### config.mk
export PLATFORM = sky130hd
export DESIGN_NAME = alu_mc
export DESIGN_NICKNAME = d
export VERILOG_FILES = /design/src/rtl/alu_mc.sv
export SDC_FILE = /design/constraint.sdc
export NUM_CORES = 1
export LEC_CHECK = 0
export ABC_AREA = 1
export CAP_MARGIN = 20
export CORE_ASPECT_RATIO = 0.6
export CORE_MARGIN = 10
export CORE_UTILIZATION = 56
export DETAILED_ROUTE_END_ITERATION = 6
export MAX_ROUTING_LAYER = met4
export PLACE_DENSITY = 0.85
export SLEW_MARGIN = 15
export SYNTH_ARGS = -nofsm -noshare
export SYNTH_HDL_FRONTEND = slang
export SYNTH_SLANG_ARGS = --single-unit
export TNS_END_PERCENT = 30
### constraint.sdc
create_clock -name clk_i -period 3.4 [get_ports clk_i]
set_clock_uncertainty 0.15 [all_clocks]
set_input_delay 0.68 -clock clk_i [delete_from_list [all_inputs] [get_ports clk_i]]
set_output_delay 0.68 -clock clk_i [all_outputs]
set_load 0.1 [all_outputs]
### src/rtl/alu_mc.sv
// Multi-cycle ALU: single-cycle logic/arith/shift ops, an iterative shift-add multiplier,
// and an optional restoring divider enabled by defining ALU_MC_DIV_EN.
module alu_mc #(
    parameter int WIDTH = 32
) (
    input  logic             clk_i,
    input  logic             rst_i,
    input  logic             valid_i,
    output logic             ready_o,
    input  logic [WIDTH-1:0] src1_i,
    input  logic [WIDTH-1:0] src2_i,
    input  logic [3:0]       ctrl_i,
    output logic             valid_o,
    output logic [WIDTH-1:0] result_o,
    output logic             zero_o
);
    localparam int CNT_W = $clog2(WIDTH) + 1;

`ifdef ALU_MC_DIV_EN
    typedef enum logic [1:0] {S_IDLE, S_MUL, S_DIV} state_t;
`else
    typedef enum logic [1:0] {S_IDLE, S_MUL} state_t;
`endif

    state_t           r_state;
    logic             r_ready;
    logic             r_valid;
    logic [WIDTH-1:0] r_result;
    logic             r_zero;
    logic [CNT_W-1:0] r_cnt;
    // MUL: r_a multiplicand, r_b multiplier, r_acc partial product.
    // DIV: r_a divisor, r_b dividend/quotient, r_acc partial remainder.
    logic [WIDTH-1:0] r_a;
    logic [WIDTH-1:0] r_b;
    logic [WIDTH-1:0] r_acc;

    logic [WIDTH-1:0] w_sc_result;
    logic [WIDTH-1:0] w_mul_acc;
    logic             w_last;

    always_comb begin
        w_sc_result = '0;
        case (ctrl_i)
            4'd0:  w_sc_result = src1_i & src2_i;
            4'd1:  w_sc_result = src1_i | src2_i;
            4'd2:  w_sc_result = src1_i + src2_i;
            4'd3:  w_sc_result = src1_i - src2_i;
            4'd4:  w_sc_result = {{(WIDTH-1){1'b0}}, (src1_i < src2_i)};
            // Shifts by the full unsigned amount already yield zero for amounts >= WIDTH.
            4'd5:  w_sc_result = src2_i >> src1_i;
            4'd6:  w_sc_result = src2_i << src1_i;
            4'd7:  w_sc_result = {{(WIDTH-1){1'b0}}, ($signed(src1_i) < $signed(src2_i))};
            4'd14: w_sc_result = src2_i << (WIDTH / 2);
            default: w_sc_result = '0;
        endcase
    end

    assign w_mul_acc = r_acc + (r_b[0] ? r_a : '0);
    assign w_last    = (r_cnt == CNT_W'(1));

`ifdef ALU_MC_DIV_EN
    logic             r_rem_op;
    logic [WIDTH:0]   w_div_shift;
    logic             w_div_ge;
    logic [WIDTH-1:0] w_div_sub;
    logic [WIDTH-1:0] w_div_rem;
    logic [WIDTH-1:0] w_div_quo;

    // Restoring step; a zero divisor naturally gives all-ones quotient and remainder = dividend.
    assign w_div_shift = {r_acc, r_b[WIDTH-1]};
    assign w_div_ge    = (w_div_shift >= {1'b0, r_a});
    assign w_div_sub   = w_div_shift[WIDTH-1:0] - r_a;
    assign w_div_rem   = w_div_ge ? w_div_sub : w_div_shift[WIDTH-1:0];
    assign w_div_quo   = {r_b[WIDTH-2:0], w_div_ge};
`endif

    always_ff @(posedge clk_i) begin
        if (rst_i) begin
            r_state  <= S_IDLE;
            r_ready  <= 1'b1;
            r_valid  <= 1'b0;
            r_result <= '0;
            r_zero   <= 1'b1;
            r_cnt    <= '0;
            r_a      <= '0;
            r_b      <= '0;
            r_acc    <= '0;
`ifdef ALU_MC_DIV_EN
            r_rem_op <= 1'b0;
`endif
        end else begin
            r_valid <= 1'b0;
            case (r_state)
                S_IDLE: begin
                    if (valid_i) begin
                        if (ctrl_i == 4'd8) begin
                            r_a     <= src1_i;
                            r_b     <= src2_i;
                            r_acc   <= '0;
                            r_cnt   <= CNT_W'(WIDTH);
                            r_ready <= 1'b0;
                            r_state <= S_MUL;
`ifdef ALU_MC_DIV_EN
                        end else if (ctrl_i == 4'd9 || ctrl_i == 4'd10) begin
                            r_a      <= src2_i;
                            r_b      <= src1_i;
                            r_acc    <= '0;
                            r_rem_op <= (ctrl_i == 4'd10);
                            r_cnt    <= CNT_W'(WIDTH);
                            r_ready  <= 1'b0;
                            r_state  <= S_DIV;
`endif
                        end else begin
                            r_result <= w_sc_result;
                            r_zero   <= (w_sc_result == '0);
                            r_valid  <= 1'b1;
                        end
                    end
                end
                S_MUL: begin
                    r_acc <= w_mul_acc;
                    r_a   <= r_a << 1;
                    r_b   <= r_b >> 1;
                    r_cnt <= r_cnt - CNT_W'(1);
                    if (w_last) begin
                        r_result <= w_mul_acc;
                        r_zero   <= (w_mul_acc == '0);
                        r_valid  <= 1'b1;
                        r_ready  <= 1'b1;
                        r_state  <= S_IDLE;
                    end
                end
`ifdef ALU_MC_DIV_EN
                S_DIV: begin
                    r_acc <= w_div_rem;
                    r_b   <= w_div_quo;
                    r_cnt <= r_cnt - CNT_W'(1);
                    if (w_last) begin
                        r_result <= r_rem_op ? w_div_rem : w_div_quo;
                        r_zero   <= r_rem_op ? (w_div_rem == '0) : (w_div_quo == '0);
                        r_valid  <= 1'b1;
                        r_ready  <= 1'b1;
                        r_state  <= S_IDLE;
                    end
                end
`endif
                default: begin
                    r_ready <= 1'b1;
                    r_state <= S_IDLE;
                end
            endcase
        end
    end

    assign ready_o  = r_ready;
    assign valid_o  = r_valid;
    assign result_o = r_result;
    assign zero_o   = r_zero;
endmodule

==> impl_metrics.env, run 1 <==
export IMPL_async_set_reset_flop_share_out_of_synthesis_pct=0
export IMPL_routabilityCongestion=1.32
export IMPL_yosys_cell_count_top_type="sky130_fd_sc_hd__nand2_1"
export IMPL_stop_stage="global routing (5_1_grt)"
export IMPL_post_synth_inst_count=2832
export IMPL_clock_tree_root_cell="sky130_fd_sc_hd__clkbuf_16"
export IMPL_area_share_of_the_largest_cell_type_after_synthesis_pct=20.9
export IMPL_yosysUniqueCellTypes=58
export IMPL_post_place_cells=3636
export IMPL_yosysSeqAreaShare_pct=17.0
export IMPL_cts_max_level=4
export IMPL_port_buffers=105
export IMPL_ports=106
export IMPL_grt_overflow=475
export IMPL_cts_max_path_buffers=2
export IMPL_syn_num_nets=3035
export IMPL_die_w_um=240
export IMPL_placed_area_mm2=0.0207
export IMPL_synthesis_yosys_warnings=0
export IMPL_worst_endpoint_kind="sequential cell input"
export IMPL_cts_sinks=138
export IMPL_cts_inserted_buffers=17
export IMPL_yosys_top_cells_area="sky130_fd_sc_hd__nand2_1, sky130_fd_sc_hd__dfxtp_1, sky130_fd_sc_hd__ha_1"
export IMPL_post_synth_most_frequent_cells="sky130_fd_sc_hd__nand2_1, sky130_fd_sc_hd__inv_1, sky130_fd_sc_hd__nand3_1"
export IMPL_synthesis_area_mm2=0.0163
export IMPL_avgSynthCellArea_um2=5.74
export IMPL_synth_seq_cells=138
export IMPL_fp_row_count=48
export IMPL_grt_start_max_net_pins=73
export IMPL_globalroute_repair_timing_worst_endpoint="zero_o$_SDFFE_PP1P_/D"
export IMPL_run_status="aborted with a tool error"
export IMPL_number_of_flops_mapped_to_enable_cells_by_yosys=0
export IMPL_post_synthesis_cell_type_with_the_largest_combined_area="sky130_fd_sc_hd__nand2_1"
export IMPL_synth_top_flop_cell="sky130_fd_sc_hd__dfxtp_1"
export IMPL_run_stop_error="[ERROR GRT-0232] Routing congestion too high. Check the congestion heatmap in the GUI."
export IMPL_track_usage_pct=83.4
export IMPL_initial_utilization_pct=56.8
export IMPL_hpwlAfterDp_um=61600
export IMPL_die_h_um=152
## cell families after synthesis
family / after synthesis / share of synthesized area, %
simple gates: 1521 / 39.0
compound gates: 579 / 21.1
buf+inv: 425 / 10.6
flops: 138 / 17.0
fa+ha+maj: 132 / 10.3
xor+xnor: 37 / 1.99
## layer usage
layer | global-route usage, % | GRT overflow
met5 | - | -
met4 | 75.5 | 130
met3 | 77.7 | 63
met2 | 90.1 | 230
met1 | 84.3 | 52
## per-stage QoR
step                      setup TNS [ns]  setup WS, ns
after detailed placement          -22.77         -1.06
after global placement            -19.55        -0.925
after CTS                        -0.0105       -0.0105
after floorplan                        0        0.0165
## timing repair
item	in CTS
setup buffers	35
gates resized for setup	261
hold buffers	0
pin swaps	81
setup endpoints to repair	33
cloned	3
==> inputs of run 2 (changes only) <==
--- a/config.mk
+++ b/config.mk
@@ -7,12 +7,10 @@
 export LEC_CHECK = 0
 export ABC_AREA = 1
 export CAP_MARGIN = 20
-export CORE_ASPECT_RATIO = 0.6
 export CORE_MARGIN = 10
-export CORE_UTILIZATION = 56
+export CORE_UTILIZATION = 40
 export DETAILED_ROUTE_END_ITERATION = 6
-export MAX_ROUTING_LAYER = met4
-export PLACE_DENSITY = 0.85
+export PLACE_DENSITY_LB_ADDON = 0.15
 export SLEW_MARGIN = 15
 export SYNTH_ARGS = -nofsm -noshare
 export SYNTH_HDL_FRONTEND = slang
==> constraint.sdc (replaced) <==
create_clock -name clk_i -period 4.4 [get_ports clk_i]
set_clock_uncertainty 0.15 [all_clocks]
set_input_delay 0.88 -clock clk_i [delete_from_list [all_inputs] [get_ports clk_i]]
set_output_delay 0.88 -clock clk_i [all_outputs]
set_load 0.1 [all_outputs]
==> run 2 against run 1 <==
Net effect:
- the flow now finishes, with violations (design-rule violations)
- synthesized cell count unchanged
- synthesized area is the same
==> impl_metrics.env, run 2 <==
export IMPL_internal_power_mw=2.87
export IMPL_initial_utilization_pct=40.6
export IMPL_cpLargestDelayFamily="simple AND/OR/NAND/NOR gates"
export IMPL_route_detailed_wl_per_inst_um=23.9
export IMPL_die_w_um=222
export IMPL_final_hold_vio_count=0
export IMPL_layoutNonFillerInstCount=3772
export IMPL_synthesis_yosys_warnings=0
export IMPL_post_synth_inst_count=2832
export IMPL_reg2reg_depth=19
export IMPL_number_of_flops_mapped_to_enable_cells_by_yosys=0
export IMPL_design_die_area_mm2=0.0491
export IMPL_yosysSeqAreaShare_pct=17.0
export IMPL_synth_seq_cells=138
export IMPL_max_slew_margin_pct=25.4
export IMPL_detail_route_first_pass_iterations=7
export IMPL_syn_to_final_growth_pct=30.4
export IMPL_cts_max_path_buffers=2
export IMPL_synthesis_area_mm2=0.0163
export IMPL_final_setup_tns_ns=0
export IMPL_yosys_top_cells_area="sky130_fd_sc_hd__nand2_1, sky130_fd_sc_hd__dfxtp_1, sky130_fd_sc_hd__ha_1"
export IMPL_setup_viol=0
export IMPL_grt_start_max_net_pins=73
export IMPL_max_freq_mhz=228
export IMPL_grt_pass1_wl_um=132000
export IMPL_power_density_mw_per_mm2=229
export IMPL_routabilityCongestion=1.10
export IMPL_most_frequent_standard_cell_in_the_layout_excluding_fill_and_tap_cells="sky130_fd_sc_hd__nand2_1"
export IMPL_regToRegSetupSlack_ns=0.49
export IMPL_timing_hold_worst_path_depth=2
export IMPL_static_leakage_power_nw=10.7
export IMPL_timing_critical_path_required_ns=4.63
export IMPL_period_needed_ns=4.39
export IMPL_cts_max_level=4
export IMPL_async_set_reset_flop_share_out_of_synthesis_pct=0
export IMPL_net_switching_power_mw=1.98
export IMPL_area_share_of_the_largest_cell_type_after_synthesis_pct=20.9
export IMPL_part_of_the_power_in_combinational_logic_pct=41.4
export IMPL_pwr_share_clk_pct=31.3
export IMPL_clk_pin_slew_worst_paths_ns=0.07
export IMPL_crit_reg2reg_launch="r_b[0]$_SDFFE_PP0P_"
export IMPL_filler_cell_count=4280
export IMPL_post_drt_via_cell_ratio=5.80
export IMPL_setup_worst_path_end_class="register"
export IMPL_timing_hold_ws_ns=0.324
export IMPL_avgSynthCellArea_um2=5.74
export IMPL_cells_traversed_along_the_worst_timing_path="clkdlybuf4s50_1, buf_4, nor2_1, nand2_2, nor2_1, nand2_2, nor2_4, buf_12, buf_4, nand2_2, nand2_1, nand3_1, nand3_1, nand3_1, nand4_1, nand3_1, nand3b_1, nor2_2, nand3_1, nor2_1, nand2_1, nand2_1, nand2_1, nand2_1"
export IMPL_grt_overflow=0
export IMPL_cts_tree="done"
export IMPL_top_layer="met4"
export IMPL_worstHoldStart="r_acc[27]$_SDFFE_PP0P_"
export IMPL_cts_inserted_buffers=17
export IMPL_power_frac_seq_pct=27.3
export IMPL_violations_in_the_final_reports="design-rule violations"
export IMPL_post_synth_most_frequent_cells="sky130_fd_sc_hd__nand2_1, sky130_fd_sc_hd__inv_1, sky130_fd_sc_hd__nand3_1"
export IMPL_finalPower_mw=4.85
export IMPL_synth_top_flop_cell="sky130_fd_sc_hd__dfxtp_1"
export IMPL_reg2reg_to="zero_o$_SDFFE_PP1P_"
export IMPL_wirelength_um=90000
export IMPL_detail_route_drc_violations=3
export IMPL_drt_iter0_drc=2648
export IMPL_hpwlAfterDp_um=72800
export IMPL_p_sw_share_pct=40.8
export IMPL_routed_wl_met3_um=8590
export IMPL_layout_cells_most_common_list="sky130_fd_sc_hd__nand2_1, sky130_fd_sc_hd__buf_4, sky130_fd_sc_hd__inv_1"
export IMPL_ports=106
export IMPL_cpMaxStageDelayCell="sky130_fd_sc_hd__clkdlybuf4s50_1"
export IMPL_antenna_found_initial=2
export IMPL_clock_tree_root_cell="sky130_fd_sc_hd__clkbuf_16"
export IMPL_track_usage_pct=35.0
export IMPL_power_ir_vdd_worst_v=0.000226
export IMPL_final_net_count=3434
export IMPL_cts_hold_buffers=0
export IMPL_post_place_cells=3737
export IMPL_final_layout_size_suffix_gt1_share_pct=17.2
export IMPL_vias=21900
export IMPL_syn_num_nets=3035
export IMPL_post_synthesis_cell_type_with_the_largest_combined_area="sky130_fd_sc_hd__nand2_1"
export IMPL_die_h_um=222
export IMPL_critical_path_startpoint_type="input port"
export IMPL_maxSlewViolCount=0
export IMPL_finalCritPeriodShare_pct=99.9
export IMPL_cts_setup_buffers=0
export IMPL_crit_arrival_ns=4.62
export IMPL_timing_hold_worst_class="register to register"
export IMPL_fp_row_count=73
export IMPL_yosys_cell_count_top_type="sky130_fd_sc_hd__nand2_1"
export IMPL_clk_insertion_delay_late_ns=0.49
export IMPL_run_status="finished, violations left"
export IMPL_min_to="r_acc[27]$_SDFFE_PP0P_"
export IMPL_floorplan_core_area_mm2=0.0400
export IMPL_worst_path_largest_cell_delay_ns=0.53
export IMPL_maxCapViolCount=0
export IMPL_port_buffers=105
export IMPL_cts_sinks=138
export IMPL_grt_pass1_vias=20500
export IMPL_final_antenna_net_count=0
export IMPL_worstPathMaxFanout=19
export IMPL_detailroute_wirelength_met2_um=38200
export IMPL_yosysUniqueCellTypes=58
export IMPL_wirelength_met1_um=38200
export IMPL_worst_pin_slew_ns=1.12
export IMPL_critical_path_class="input port to register"
export IMPL_timing_critical_path_buf_inv=4
export IMPL_layout_core_utilization_pct=53.0
run 2: worst max path at each step:
stage	start	end	slack [ns]	depth (start not counted)
final	src1_i[13]	zero_o$_SDFFE_PP1P_	0.006	24
after global routing	src2_i[18]	zero_o$_SDFFE_PP1P_	-0.02	25
after CTS	src2_i[15]	zero_o$_SDFFE_PP1P_	0.07	23
after detailed placement	src2_i[15]	zero_o$_SDFFE_PP1P_	-0.42	23
after global placement	src2_i[15]	zero_o$_SDFFE_PP1P_	-0.50	23
after floorplan	src1_i[2]	zero_o$_SDFFE_PP1P_	0.67	24
run 2: power groups by stage:
stage,logic (mW),registers (mW),clock network (mW)
2_1_floorplan,0.820,1.51,0
3_3_place_gp,1.94,1.35,0
3_5_place_dp,1.93,1.35,0
4_1_cts,1.94,1.32,1.54
5_1_grt,2.13,1.33,1.58
6_report,2.01,1.32,1.52
run 2: stage by stage:
stage          instance area, um2  setup WS, ns
4_1_cts                     21100        0.0674
6_report                    21200       0.00591
2_1_floorplan               16300         0.675
3_5_place_dp                20500        -0.419
5_1_grt                     21200       -0.0172
3_3_place_gp                20500        -0.505
run 2: area by class of cell:
| cell class | count | area, um2 | share of cell area (%) |
|---|---|---|---|
| clock buffers | 18 | 429 | 2.02 |
| well taps | 525 | 657 | 3.10 |
| clock inverters | 14 | 165 | 0.779 |
| flip-flops and latches | 138 | 2760 | 13.0 |
| multi-input cells | 2269 | 11900 | 56.0 |
| diodes | 3 | 7.51 | 0.0354 |
| inverters | 285 | 1070 | 5.04 |
| repair buffers | 520 | 4240 | 20.0 |
run 2: metal layers:
layer,track usage (%),up-vias
met5,0,-
met3,7.61,203
met2,51.9,1174
li1,-,10200
met1,46.0,10300
met4,19.6,0
run 2: cell families (layout without fill, tap and decap cells):
logic type	after synthesis	after routing	share of synthesized area, %
buffers and inverters	425	837	10.6
AO/OA/AOI/OAI	579	579	21.1
XOR/XNOR	37	37	1.99
other	0	3	0
AND/OR/NAND/NOR	1521	1521	39.0
adder cells (fa/ha/maj)	132	132	10.3
flip-flops	138	138	17.0
run 2: what timing repair did:
action / CTS / global route
setup endpoints to repair: 0 / 5
hold endpoints to repair: 0 / 0
resized for setup: 0 / 24
run 2: worst min-delay path: cells and delay by family, from the launching register on:
family	cells	cell delay [ns]
AND/OR/NAND/NOR	1	0.06
flip-flops	1	0.32
AO/OA/AOI/OAI	1	0.05
Note: power is estimated with default switching activity, not from simulation.
==> inputs of run 3 (changes only) <==
--- a/config.mk
+++ b/config.mk
@@ -7,9 +7,11 @@
 export LEC_CHECK = 0
 export ABC_AREA = 1
 export CAP_MARGIN = 20
+export CORE_ASPECT_RATIO = 2
 export CORE_MARGIN = 10
 export CORE_UTILIZATION = 40
 export DETAILED_ROUTE_END_ITERATION = 6
+export HOLD_SLACK_MARGIN = 0.1
 export PLACE_DENSITY_LB_ADDON = 0.15
 export SLEW_MARGIN = 15
 export SYNTH_ARGS = -nofsm -noshare
==> run 3 against run 2 <==
Net effect:
- the run now ends clean
- clock power down 3%
- via count decreased by 0.32%
- die area rose by 0.99%
- fmax increased by 2.8%
- hold slack got worse by 0.0052 ns
- sequential cell count stayed put
- design area grew 1.3%
- largest cell class unchanged
==> impl_metrics.env, run 3 (synthesis results as in run 2) <==
export IMPL_grt_start_max_net_pins=73
export IMPL_most_frequent_standard_cell_in_the_layout_excluding_fill_and_tap_cells="sky130_fd_sc_hd__nand2_1"
export IMPL_timing_hold_worst_class="register to register"
export IMPL_cpMaxStageDelayCell="sky130_fd_sc_hd__clkdlybuf4s50_1"
export IMPL_final_net_count=3452
export IMPL_period_needed_ns=4.27
export IMPL_power_ir_vdd_worst_v=0.000211
export IMPL_pwr_share_clk_pct=30.6
export IMPL_part_of_the_power_in_combinational_logic_pct=42.1
export IMPL_cts_hold_buffers=0
export IMPL_detail_route_drc_violations=0
export IMPL_post_drt_via_cell_ratio=5.75
export IMPL_detail_route_first_pass_iterations=6
export IMPL_post_place_cells=3758
export IMPL_run_status="finished clean"
export IMPL_drt_iter0_drc=2184
export IMPL_regToRegSetupSlack_ns=0.53
export IMPL_syn_to_final_growth_pct=32.1
export IMPL_clk_pin_slew_worst_paths_ns=0.07
export IMPL_fp_row_count=104
export IMPL_layoutNonFillerInstCount=3793
export IMPL_route_detailed_wl_per_inst_um=25.1
export IMPL_port_buffers=105
export IMPL_rsz0062_at_grt="no"
export IMPL_initial_utilization_pct=40.4
export IMPL_worst_path_largest_cell_delay_ns=0.48
export IMPL_worst_pin_slew_ns=1.06
export IMPL_clk_insertion_delay_late_ns=0.46
export IMPL_timing_critical_path_required_ns=4.58
export IMPL_cts_sinks=138
export IMPL_antenna_found_initial=1
export IMPL_maxCapViolCount=0
export IMPL_timing_hold_ws_ns=0.319
export IMPL_final_hold_vio_count=0
export IMPL_critical_path_startpoint_type="input port"
export IMPL_cpLargestDelayFamily="buffers and inverters"
export IMPL_timing_critical_path_buf_inv=6
export IMPL_vias=21800
export IMPL_power_frac_seq_pct=27.4
export IMPL_top_layer="met4"
export IMPL_finalCritPeriodShare_pct=97.1
export IMPL_maxSlewViolCount=0
export IMPL_cts_max_level=4
export IMPL_die_h_um=305
export IMPL_setup_viol=0
export IMPL_cells_traversed_along_the_worst_timing_path="clkdlybuf4s50_1, inv_1, ha_1, inv_1, o21ai_0, nand2_1, nand3_1, nand2_1, buf_4, nand4_1, nand3_1, a21boi_1, o21ai_2, buf_4, o21ai_0, a21o_2, nand4_1, buf_4, nand2_1, a31oi_1"
export IMPL_cts_inserted_buffers=17
export IMPL_track_usage_pct=37.2
export IMPL_wirelength_um=95200
export IMPL_p_sw_share_pct=41.5
export IMPL_static_leakage_power_nw=10.8
export IMPL_grt_pass1_vias=21300
export IMPL_grt_pass1_wl_um=136000
export IMPL_final_antenna_net_count=0
export IMPL_design_die_area_mm2=0.0496
export IMPL_detailroute_wirelength_met2_um=46200
export IMPL_net_switching_power_mw=2.01
export IMPL_wirelength_met1_um=31300
export IMPL_clock_tree_root_cell="sky130_fd_sc_hd__clkbuf_16"
export IMPL_ports=106
export IMPL_final_layout_size_suffix_gt1_share_pct=17.6
export IMPL_routed_wl_met3_um=5500
export IMPL_hpwlAfterDp_um=78000
export IMPL_layout_cells_most_common_list="sky130_fd_sc_hd__nand2_1, sky130_fd_sc_hd__buf_4, sky130_fd_sc_hd__inv_1"
export IMPL_die_w_um=163
export IMPL_cts_max_path_buffers=2
export IMPL_floorplan_core_area_mm2=0.0402
export IMPL_internal_power_mw=2.82
export IMPL_cts_tree="done"
export IMPL_grt_overflow=0
export IMPL_power_density_mw_per_mm2=225
export IMPL_critical_path_class="input port to register"
export IMPL_worstPathMaxFanout=5
export IMPL_max_freq_mhz=234
export IMPL_setup_worst_path_end_class="register"
export IMPL_routabilityCongestion=1.11
export IMPL_crit_arrival_ns=4.45
export IMPL_final_setup_tns_ns=0
export IMPL_max_slew_margin_pct=28.9
==> run 3: metal layers <==
metal,vias to the layer above,global-route usage [%]
met2,1068,64.0
met5,-,0
met3,384,5.67
met4,0,39.6
met1,10100,35.6
li1,10200,-
==> run 3: what timing repair did <==
action                     in CTS  in global routing
resized for setup               4                 20
setup endpoints to repair       1                  2
pin swaps                       0                  5
buffers inserted                0                  2
==> run 3: power groups by stage <==
stage                     clock network (mW)  logic, mW  registers (mW)
final                                   1.48       2.03            1.32
after global routing                    1.53       2.15            1.32
after CTS                               1.49       1.97            1.32
after detailed placement                   0       1.96            1.35
after global placement                     0       1.96            1.35
after floorplan                            0      0.820            1.51
==> run 3: worst register-to-register path: cells and delay by family (launching register included) <==
kind / cells / cell delay (ns)
XOR/XNOR: 1 / 0.18
AND/OR/NAND/NOR: 10 / 1.33
AO/OA/AOI/OAI: 5 / 1.06
flip-flops: 1 / 0.36
adder cells (fa/ha/maj): 1 / 0.30
buffers and inverters: 2 / 0.45
==> run 3: path summary, 6_finish.rpt <==
kind	start	endpoint	depth (start not counted)
max	src2_i[2]	result_o[29]$_SDFFE_PP0P_	20
min	r_acc[2]$_SDFFE_PP0P_	r_acc[2]$_SDFFE_PP0P_	2
max reg2reg	r_b[0]$_SDFFE_PP0P_	zero_o$_SDFFE_PP1P_	19
min reg2reg	r_acc[2]$_SDFFE_PP0P_	r_acc[2]$_SDFFE_PP0P_	2
==> run 3: per-stage QoR <==
step	setup WS (ns)	total power [mW]	utilization (%)	cell area (um2)
finish	0.126	4.83	53.4	21500
global route	0.00223	5.00	53.4	21500
CTS	0.00623	4.78	53.2	21400
detailed placement	-0.585	3.31	51.7	20800
global placement	-0.702	3.30	51.7	20800
floorplan	0.675	2.33	-	16300
==> run 3: layout make-up <==
cell class,count,area [um2]
Multi-Input combinational cell,2269,11900
Clock buffer,17,425
Fill cell,4254,18700
Clock inverter,15,158
Antenna cell,1,2.50
Sequential cell,138,2760
Inverter,285,1070
Tap cell,530,663
Timing Repair Buffer,538,4510
